**src/rtl/control_sequencer.sv**
```systemverilog
// control_sequencer: multi-cycle LEGv8 fetch/execute sequencer that selects and steps per-instruction decoders.
module control_sequencer #(
  parameter int EXEC_LIMIT = 7
) (
  input  logic        clock,
  input  logic        reset,
  input  logic        mem_ready,
  input  logic [31:0] mem_data,
  input  logic [3:0]  alu_status,
  input  logic [30:0] dec_control_word,
  input  logic [1:0]  dec_next_state,
  input  logic [63:0] dec_K,
  output logic [31:0] instruction,
  output logic [1:0]  state,
  output logic [3:0]  status,
  output logic [3:0]  op_class,
  output logic [30:0] control_word,
  output logic [63:0] K,
  output logic        ir_load,
  output logic        halted
);
  localparam int CW = $clog2(EXEC_LIMIT + 1);
  localparam logic [CW-1:0] LIMIT = CW'(EXEC_LIMIT);
  localparam logic [30:0] NOP_WORD = 31'h1FFFC000;
  localparam logic [30:0] FETCH_WORD = 31'h1FFFC040;
  typedef enum logic [1:0] {FETCH, EXEC, HALT} fsm_t;
  fsm_t fsm;
  logic [3:0] flag_reg;
  logic [CW-1:0] exec_count;
  logic set_flags;
  logic [10:0] opc;
  logic active;
  assign opc = instruction[31:21];
  always_comb begin
    op_class = (opc == 11'b11111000010 || opc == 11'b11111000000) ? 4'd3 :
               opc == 11'b11010110000                             ? 4'd8 :
               instruction[31:24] == 8'b01010100                  ? 4'd5 :
               instruction[30:25] == 6'b011010                    ? 4'd6 :
               instruction[30:26] == 5'b00101                     ? 4'd4 :
               ((instruction[28:24] == 5'b01010 || instruction[28:24] == 5'b01011) && !instruction[21]) ? 4'd1 :
               (instruction[28:24] == 5'b10001 || instruction[28:24] == 5'b10010) ? 4'd2 :
               instruction[28:23] == 6'b100101                    ? 4'd7 : 4'd0;
  end
  assign set_flags = (op_class == 4'd1 || op_class == 4'd2) && instruction[29];
  assign active = fsm == EXEC && op_class != 4'd0;
  // CBZ compares against the live ALU result, everything else sees latched flags
  assign status = op_class == 4'd6 ? alu_status : flag_reg;
  assign control_word = fsm == FETCH ? FETCH_WORD : active ? dec_control_word : NOP_WORD;
  assign K = active ? dec_K : '0;
  assign ir_load = fsm == FETCH && mem_ready;
  always_ff @(posedge clock) begin
    if (reset) begin
      fsm <= FETCH;
      instruction <= '0;
      state <= '0;
      flag_reg <= '0;
      exec_count <= '0;
      halted <= 1'b0;
    end else begin
      case (fsm)
        FETCH: if (mem_ready) begin
          instruction <= mem_data;
          state <= '0;
          exec_count <= '0;
          fsm <= EXEC;
        end
        EXEC: if (op_class == 4'd0) begin
          fsm <= HALT;
          halted <= 1'b1;
        end else begin
          if (set_flags && state == 2'b00) flag_reg <= alu_status;
          if (dec_next_state == 2'b00) fsm <= FETCH;
          else begin
            state <= dec_next_state;
            exec_count <= exec_count == LIMIT ? exec_count : exec_count + CW'(1);
            if (exec_count == LIMIT) begin
              fsm <= HALT;
              halted <= 1'b1;
            end
          end
        end
        default: ;
      endcase
    end
  end
endmodule
```
**config.mk**
```make
export PLATFORM = sky130hd
export DESIGN_NAME = control_sequencer
export DESIGN_NICKNAME = d
export VERILOG_FILES = /design/src/rtl/control_sequencer.sv
export SDC_FILE = /design/constraint.sdc
export NUM_CORES = 1
export LEC_CHECK = 0
export ABC_AREA = 1
export CAP_MARGIN = 10
export CORE_AREA = 2 2 105 107
export DETAILED_ROUTE_END_ITERATION = 16
export DIE_AREA = 0 0 107 109
export PLACE_DENSITY = 0.78
export SKIP_CTS_REPAIR_TIMING = 1
export SYNTH_ARGS = -nofsm -noshare
export SYNTH_HDL_FRONTEND = slang
export SYNTH_SLANG_ARGS = --single-unit
```
**constraint.sdc**
```tcl
create_clock -name clock -period 2.41 [get_ports clock]
set_input_delay 0.6025 -clock clock [delete_from_list [all_inputs] [get_ports clock]]
set_output_delay 0.6025 -clock clock [all_outputs]
set_load 0.1 [all_outputs]
```
==> out/qor.txt <==
PwrDens = 414.8 nW/um^2
wire per inst = 15.99 um
CTS tree = done
Syn-to-layout area delta = 143.2%
failing checks = setup timing
DIE WIDTH = 107 um
cell taking the most area after synthesis = dfxtp_1
number of I/O pins = 275
drt drc = 0
CTS H-tree depth = 2
WHS = 0.4639 ns
Clock Tree Root = clkbuf_8
Final Non-Filler Cells = 893
Mean Syn Cell Area = 7.097 um^2
Final Power = 3.250 mW
max reg flops = 32
pre-CTS setup slack = 0.01107 ns
period utilization = 111.5%
number of cell rows = 38
RSZ-0062 raised after global routing = true
min Tclk post-route = 2.687 ns
Yosys reg bits = 44
Reg area = 919.6 um^2
most common cell after layout, fill and taps aside = clkdlybuf4s50_1
clk_lat worst skew = 0.29 ns
IO Port Bufs = 274
Final Setup Violations = 95
share of cells above drive strength 1 = 44.15%
WS Path Type = flip-flop to output pin
Critical Path Fanout Max = 11
VDD IR-drop max = 0.5365 mV
Worst EP arrival = 2.08 ns
status = finished, violations left
nature of the critical path endpoint = output pin
First-pass DRT Iterations = 4
largest net degree at the start of global routing = 42
Initial DRC Count = 119
overall routed net length = 14.28 mm
top cells by area, synth = dfxtp_1 27%, nor2_4 22%, inv_1 11%, nor2_1 11%, o21ai_0 6.5%
Peak Freq = 372.2 MHz
startpoint type of the worst setup path = flip-flop
final worst slack = -0.2770 ns
Post-DRT Antenna Nets = 0
core area = 10600 um^2
Slew @ Worst Pin = 0.5984 ns
first-pass GRT wire length = 19.51 mm
worst hold path class = flip-flop to flip-flop
CTS max path bufs = 2
syn_nets = 592
die area = 11660 um^2
Layout Skew = 0.004441 ns
worst path required time = 1.81 ns
die height = 109 um
Nets = 889
TritonCTS Buffers = 5
TritonCTS Sinks = 44
Leak = 3.402 nW
Synth cell types = 21
gpl congestion = 0.9257
initial core utilization = 30.39%
Total GRT Usage = 21.56%
Syn Std Cell Area = 3222 um^2
number of vias per cell = 4.396
max-cap violations = 0
total number of vias = 3926
Worst-path clk slew = 0.08 ns
Inst Count DP = 867
commonest cells after routing, fill and taps aside = 135 x clkdlybuf4s50_1, 110 x buf_12, 94 x inv_1
Post-DP HPWL = 11.68 mm
Synth top area share = 27.34%
total grt overflow = 0
Pins Over Slew Limit = 0
Synth Instances = 454
initial antenna violation count = 1
fill count = 658
register area share after synthesis = 27.34%
relative slew slack = 60.01%
vias in the first global route = 3861
Final Hold Fails = 0
multi-input logic area = 2110 um^2
synth warn = 0
layout make-up:
type | instances | area share [%]
timing repair buffer | 307 | 52.59
antenna | 1 | 0.03194
clock inverter | 2 | 0.4312
sequential | 44 | 11.74
multi-input combinational | 290 | 26.92
inverter | 103 | 4.998
tap | 140 | 2.236
clock buffer | 6 | 1.054
routing by layer:
metal / part of all wire [%] / track usage [%] / vias up
met5: 0 / 0 / -
met4: 3.6 / 9.555 / 0
met3: 8.4 / 6.216 / 30
met2: 55 / 41.72 / 183
met1: 33 / 21.26 / 1786
li1: - / - / 1927
metrics by stage:
stage                     util (%)  instance area, um^2  TNS (ns)
after global routing         73.90                 7835    -30.75
after CTS                    70.66                 7492    -24.94
after global placement       69.57                 7376         0
after detailed placement     69.57                 7376         0
after floorplan                  -                 3506    -53.32
final                        73.90                 7835    -20.09
power by group:
| group | switching, mW | total (mW) | internal [mW] |
|---|---|---|---|
| registers | 0.0666 | 0.875 | 0.808 |
| clock network | 0.244 | 0.578 | 0.334 |
| logic | 1.19 | 1.80 | 0.611 |
final timing paths:
kind | startpoint | to | slack (ns) | cells after the start
setup / recovery | instruction[25]$_SDFFE_PP0P_ | K[0] | -0.28 | 13
hold / removal | halted$_SDFFE_PP0P_ | halted$_SDFFE_PP0P_ | 0.46 | 2
setup reg to reg | instruction[25]$_SDFFE_PP0P_ | flag_reg[3]$_SDFFE_PP0P_ | 0.56 | 14
hold reg to reg | halted$_SDFFE_PP0P_ | halted$_SDFFE_PP0P_ | 0.46 | 2
worst max-delay path: stages (launching register included):
cell,delay (ns)
dfxtp_4,0.37
inv_4,0.07
nand2_1,0.07
nand2_1,0.10
nor2_2,0.05
nor2_2,0.14
nand2_4,0.08
nor2_4,0.13
nand2_4,0.12
buf_12,0.15
nand2_8,0.09
buf_16,0.19
nor2_4,0.06
buf_12,0.16
cells by family after synthesis:
family	share of synthesized area, %
adders and majority gates	0.7766
and+or+nand+nor	44.85
DFF	27.34
buffers and inverters	18.17
AOI/OAI and AO/OA	8.854
cells in the mapped netlist:
master and count:
nand2_4 3, ha_1 2, a21oi_1 15, nor2_2 4, nand3_2 4, nor3_2 1
nor3_1 2, nand4_1 1, buf_6 1, inv_2 5, buf_2 2, o21ai_0 42
buf_12 7, nand3_1 8, inv_1 98, nor2_4 63, clkbuf_1 10, or2_1 15
nor2_1 93, nand2_1 34, dfxtp_1 44
Power figures use the tool's default switching activity.
==> RTL change 1, RTL diff (config.mk and constraints unchanged) <==
Reset style: asynchronous (`reset`), changed in one clocked block.
--- a/src/rtl/control_sequencer.sv
+++ b/src/rtl/control_sequencer.sv
@@ -48,7 +48,7 @@
   assign control_word = fsm == FETCH ? FETCH_WORD : active ? dec_control_word : NOP_WORD;
   assign K = active ? dec_K : '0;
   assign ir_load = fsm == FETCH && mem_ready;
-  always_ff @(posedge clock) begin
+  always_ff @(posedge clock or posedge reset) begin
     if (reset) begin
       fsm <= FETCH;
       instruction <= '0;
Function: differs if reset is asserted again (counterexample within 4 cycles, from zero or initial values and one cycle with reset high); with reset held inactive, the same outputs for 4 cycles.
==> RTL change 1 against the unedited design <==
- the run still ends with negative setup slack left
- first-iteration DRC count increased by 10%
- synthesized cell count is 1.3% lower
- count of clock-buffer cells in the layout shrank 1
- setup slack got worse by 180 ps
- register-to-register slack worse by 250 ps
- sequential share of layout area is 2.7 points higher
- wire length grew 10%
- sequential cell count did not move
- final area up 0.93%
- synthesized area down 7.1%
- via count is 1.1% higher
- final cell count increased by 0.78%
Power is not compared: it rests on default switching activity, and its combinational part moved more than twofold at a synthesized area within 25%.
==> RTL change 1: results (changes against the unedited design) <==
Outcome = finished with violations
Failing checks = negative setup slack
Placed cell area = 7240 µm² (-1.9%)
Hold Slack = 490 ps (+25.6 ps)
Arr. time, crit path = 2260 ps (+180 ps)
Pre-antenna DRT Iters = 4 (unchanged)
Warnings from Yosys = 0 (unchanged)
Leakage = 3.77 nW
Layout cells sized above 1 = 44.6% (+0.50 points)
Pin count of the biggest net entering global routing = 40 (-4.8%)
Critical Path Fanout Max = 5 (-6)
Worst R2R Path Depth = 12 (-2)
Min-delay src = halted
R2R Path End = flag_reg[1]
Ys flop type = dfrtp_1
HPWL after DPL = 12500 µm (+7.1%)
Synth area leaders = dfrtp_1, nand2_1, nor2_2, inv_1, nor2_1
Hold Path End = halted
Initial drt markers = 131 (+10%)
Final WS setup = -456 ps (-179 ps)
Worst-Skew Late Latency = 310 ps (+20 ps)
Post-synthesis sequential area ratio = 36.8% (+9.4 points)
Final setup fails = 95 (unchanged)
Non-Filler Instances = 900 (+0.78%)
Placed Cells = 875 (+0.92%)
Avg Cell Area, Syn = 6.68 µm² (-5.9%)
Asr flop ratio synth = 100% (+100 points)
Worst Setup SP = instruction[27]
Final Net Count = 894 (+0.56%)
Global Route Usage Sum = 23.4% (+1.8 points)
Syn nets = 586 (-1.0%)
Slowest stage delay, CP = 510 ps (+140 ps)
Vias = 3968 (+1.1%)
Reg clk slew, reported paths = 100 ps (+20 ps)
Pre-CTS setup slack = -147 ps (-158 ps)
Vias in the first global route = 3896 (+0.91%)
Slowest CP cell = dfrtp_4
Post-synth top cells = nand2_1, inv_1, nor2_2
Initial antenna violation count = 3 (+2)
Routed WL = 15800 µm (+10%)
Rel. slew slack = 47.9% (-12 points)
Class of the worst hold path = reg -> reg
Clock Skew = 12.7 ps (+8.26 ps)
Hold path cells = 2 (unchanged)
Post-synth cell types = 22 (+4.8%)
R2r setup slk = 310 ps (-250 ps)
First-pass GRT wire length = 21000 µm (+7.5%)
GP Congestion = 0.948 (+2.4%)
RTL change 1: layout make-up:
| class | instances | area [µm²] |
|---|---|---|
| multi-input combinational | 283 | 1860 |
| sequential | 44 | 1140 |
| timing repair buffer | 315 | 4180 |
| tap | 140 | 175 |
| inverter | 107 | 424 |
| clock buffer | 5 | 68.8 |
| clock inverter | 3 | 50.0 |
| fill | 714 | 2700 |
| antenna | 3 | 7.51 |
RTL change 1: report_power, final:
part	total (mW)	switching [mW]	internal, mW
logic	0.311	0.107	0.204
registers	0.737	0	0.737
clock network	0.620	0.300	0.320
total	1.67	0.406	1.26
RTL change 1: worst reg2reg max path, delay by kind of cell (launching register included):
kind	cells	cell delay (ps)
compound gates	1	80
buf+inv	3	360
flops	1	510
simple gates	8	1020
RTL change 1: worst max path at each step:
stage	end	cells past startpoint
2_1_floorplan	K[0]	11
3_3_place_gp	K[41]	12
3_5_place_dp	control_word[26]	11
4_1_cts	control_word[26]	11
5_1_grt	control_word[27]	11
6_report	control_word[21]	11
RTL change 1: cell families (layout without fill, tap and decap cells):
| group | Yosys count | after routing | synth area share [%] |
|---|---|---|---|
| flops | 44 | 44 | 36.8 |
| buf+inv | 123 | 430 | 18.1 |
| simple gates | 254 | 256 | 40.1 |
| other cells | 0 | 3 | 0 |
| compound gates | 25 | 25 | 4.18 |
| fa+ha+maj | 2 | 2 | 0.836 |
RTL change 1: per-stage QoR:
| step | power, mW | TNS, ps | util (%) |
|---|---|---|---|
| finish | 1.67 | -37810 | 74.6 |
| global route | 1.72 | -44710 | 74.6 |
| CTS | 1.65 | -41200 | 69.4 |
| detailed placement | 1.05 | -6980 | 68.3 |
| global placement | 1.04 | -2360 | 68.3 |
| floorplan | 0.808 | -70740 | - |
RTL change 1: metal layers:
| metal | vias to the layer above | wire [µm] | track usage [%] | part of all wire (%) |
|---|---|---|---|---|
| met5 | - | 0 | 0 | 0 |
| met4 | 0 | 316 | 5.57 | 2.0 |
| met1 | 1870 | 5640 | 26.4 | 36 |
| met2 | 174 | 8730 | 43.9 | 55 |
| met3 | 18 | 1090 | 6.28 | 6.9 |
| li1 | 1906 | - | - | - |
==> RTL change 2, RTL diff (same flow settings) <==
Without the edit above. Set the parameter `EXEC_LIMIT` to 14 (it was 7).
--- a/src/rtl/control_sequencer.sv
+++ b/src/rtl/control_sequencer.sv
@@ -1,6 +1,6 @@
 // control_sequencer: multi-cycle LEGv8 fetch/execute sequencer that selects and steps per-instruction decoders.
 module control_sequencer #(
-  parameter int EXEC_LIMIT = 7
+  parameter int EXEC_LIMIT = 14
 ) (
   input  logic        clock,
   input  logic        reset,
Formal check against the unedited RTL: same outputs for any inputs over 4 cycles, from zero or initial values and one cycle with reset high; that may be too few to reach the edited logic, so the function may still have changed.
==> RTL change 2 against the unedited design <==
- the run still ends with negative setup slack left
- core utilization grew 0.85 points
- sequential cell count is 1 higher
- setup slack improved by 63 ps
- final area rose by 1.1%
- first-iteration DRC count increased by 63%
- highest routed layer unchanged
- hold slack worse by 8.3 ps
- power down 1.9%
- wire length grew 8.8%
- non-clock buffer count stayed put
- maximum frequency rose by 2.4%
- count of clock-buffer cells in the layout fell by 1
- final cell count up 1.8%
- synthesized area decreased by 13%
==> RTL change 2: results (changes against the unedited design) <==
Outcome = finished with violations
Failing checks = negative setup slack
Ys flop type = dfxtp_1
First-pass GRT wire length = 21200 µm (+8.6%)
Critical Path Fanout Max = 7 (-4)
Post-synthesis instance total = 471 (+3.7%)
Metal2 WL = 8530 µm (+9.1%)
Placed Cells = 892 (+2.9%)
Routed WL = 15500 µm (+8.8%)
Routed wl met3 = 1380 µm (+15%)
Final setup fails = 95 (unchanged)
Pin count of the biggest net entering global routing = 37 (-12%)
Ant diodes = 0 (-1)
Wirelength per Cell = 17.1 µm (+6.8%)
Final Net Count = 906 (+1.9%)
Worst Tran Pin Value = 348 ps (-250 ps)
Reg clk slew, reported paths = 100 ps (+20 ps)
HPWL after DPL = 12100 µm (+3.7%)
Arr. time, crit path = 2020 ps (-60 ps)
Post-synth top cells = nor2_1, inv_1, nand2_1
Initial antenna violation count = 0 (-1)
Placed cell area = 7530 µm² (+2.1%)
Number of port buffers = 274 (unchanged)
Synth area leaders = dfxtp_1, nor2_1, inv_1, o21ai_0, nand2_1
Pre-CTS setup slack = -19.6 ps (-30.7 ps)
Max VDD drop = 0.447 mV (-17%)
GP Congestion = 0.926 (about the same)
M1 wire length = 5050 µm (+6.5%)
Vias/cell = 4.54 (+3.3%)
Worst-Skew Late Latency = 300 ps
Final WS setup = -214 ps (+63.3 ps)
Post-synthesis sequential area ratio = 32.3% (+5.0 points)
Layout cells sized above 1 = 43.4% (-0.72 points)
Clock Skew = 12.7 ps (+8.26 ps)
Post-synth cell types = 24 (+14%)
## RTL change 2: logic make-up after synthesis
group,synth area share (%)
compound gates,10.5
fa+ha+maj,0.898
buf+inv,18.6
flops,32.3
simple gates,37.7
## RTL change 2: path summary, 6_finish.rpt
path / start / endpoint / cells past startpoint
setup / recovery: instruction[29] / control_word[29] / 11
hold / removal: halted / halted / 2
setup reg to reg: instruction[30] / flag_reg[2] / 13
hold reg to reg: halted / halted / 2
## RTL change 2: layer usage
metal  global-route usage (%)  vias to the layer above
met3                     7.83                       33
met2                     44.2                      207
met1                     23.2                     1904
met4                     9.83                        0
met5                        0                        -
li1                         -                     1984
## RTL change 2: cell type report
class	instances	area (µm²)	area share, %
Multi-Input combinational cell	307	2210	27.9
Tap cell	140	175	2.21
Clock buffer	5	68.8	0.868
Timing Repair Buffer	307	4110	51.9
Sequential cell	45	940	11.9
Clock inverter	3	17.5	0.221
Inverter	102	397	5.00
## RTL change 2: worst max-delay path: cells and delay by family (launching register included)
kind | cells | cell delay, ps
simple gates | 8 | 900
buf+inv | 3 | 440
flops | 1 | 370
## RTL change 2: power breakdown
group	internal, mW	switching, mW	leakage, nW	total, mW
sequential	0.823	0.0634	0.378	0.887
clock	0.201	0.270	0.0439	0.471
combinational	0.607	1.22	3.04	1.83
## RTL change 2: stage by stage
step | hold WS, ps | setup TNS [ps]
floorplan | 473 | -55530
global placement | 447 | 0
detailed placement | 451 | -66.7
finish | 456 | -16920
global route | 493 | -24990
CTS | 463 | -29610
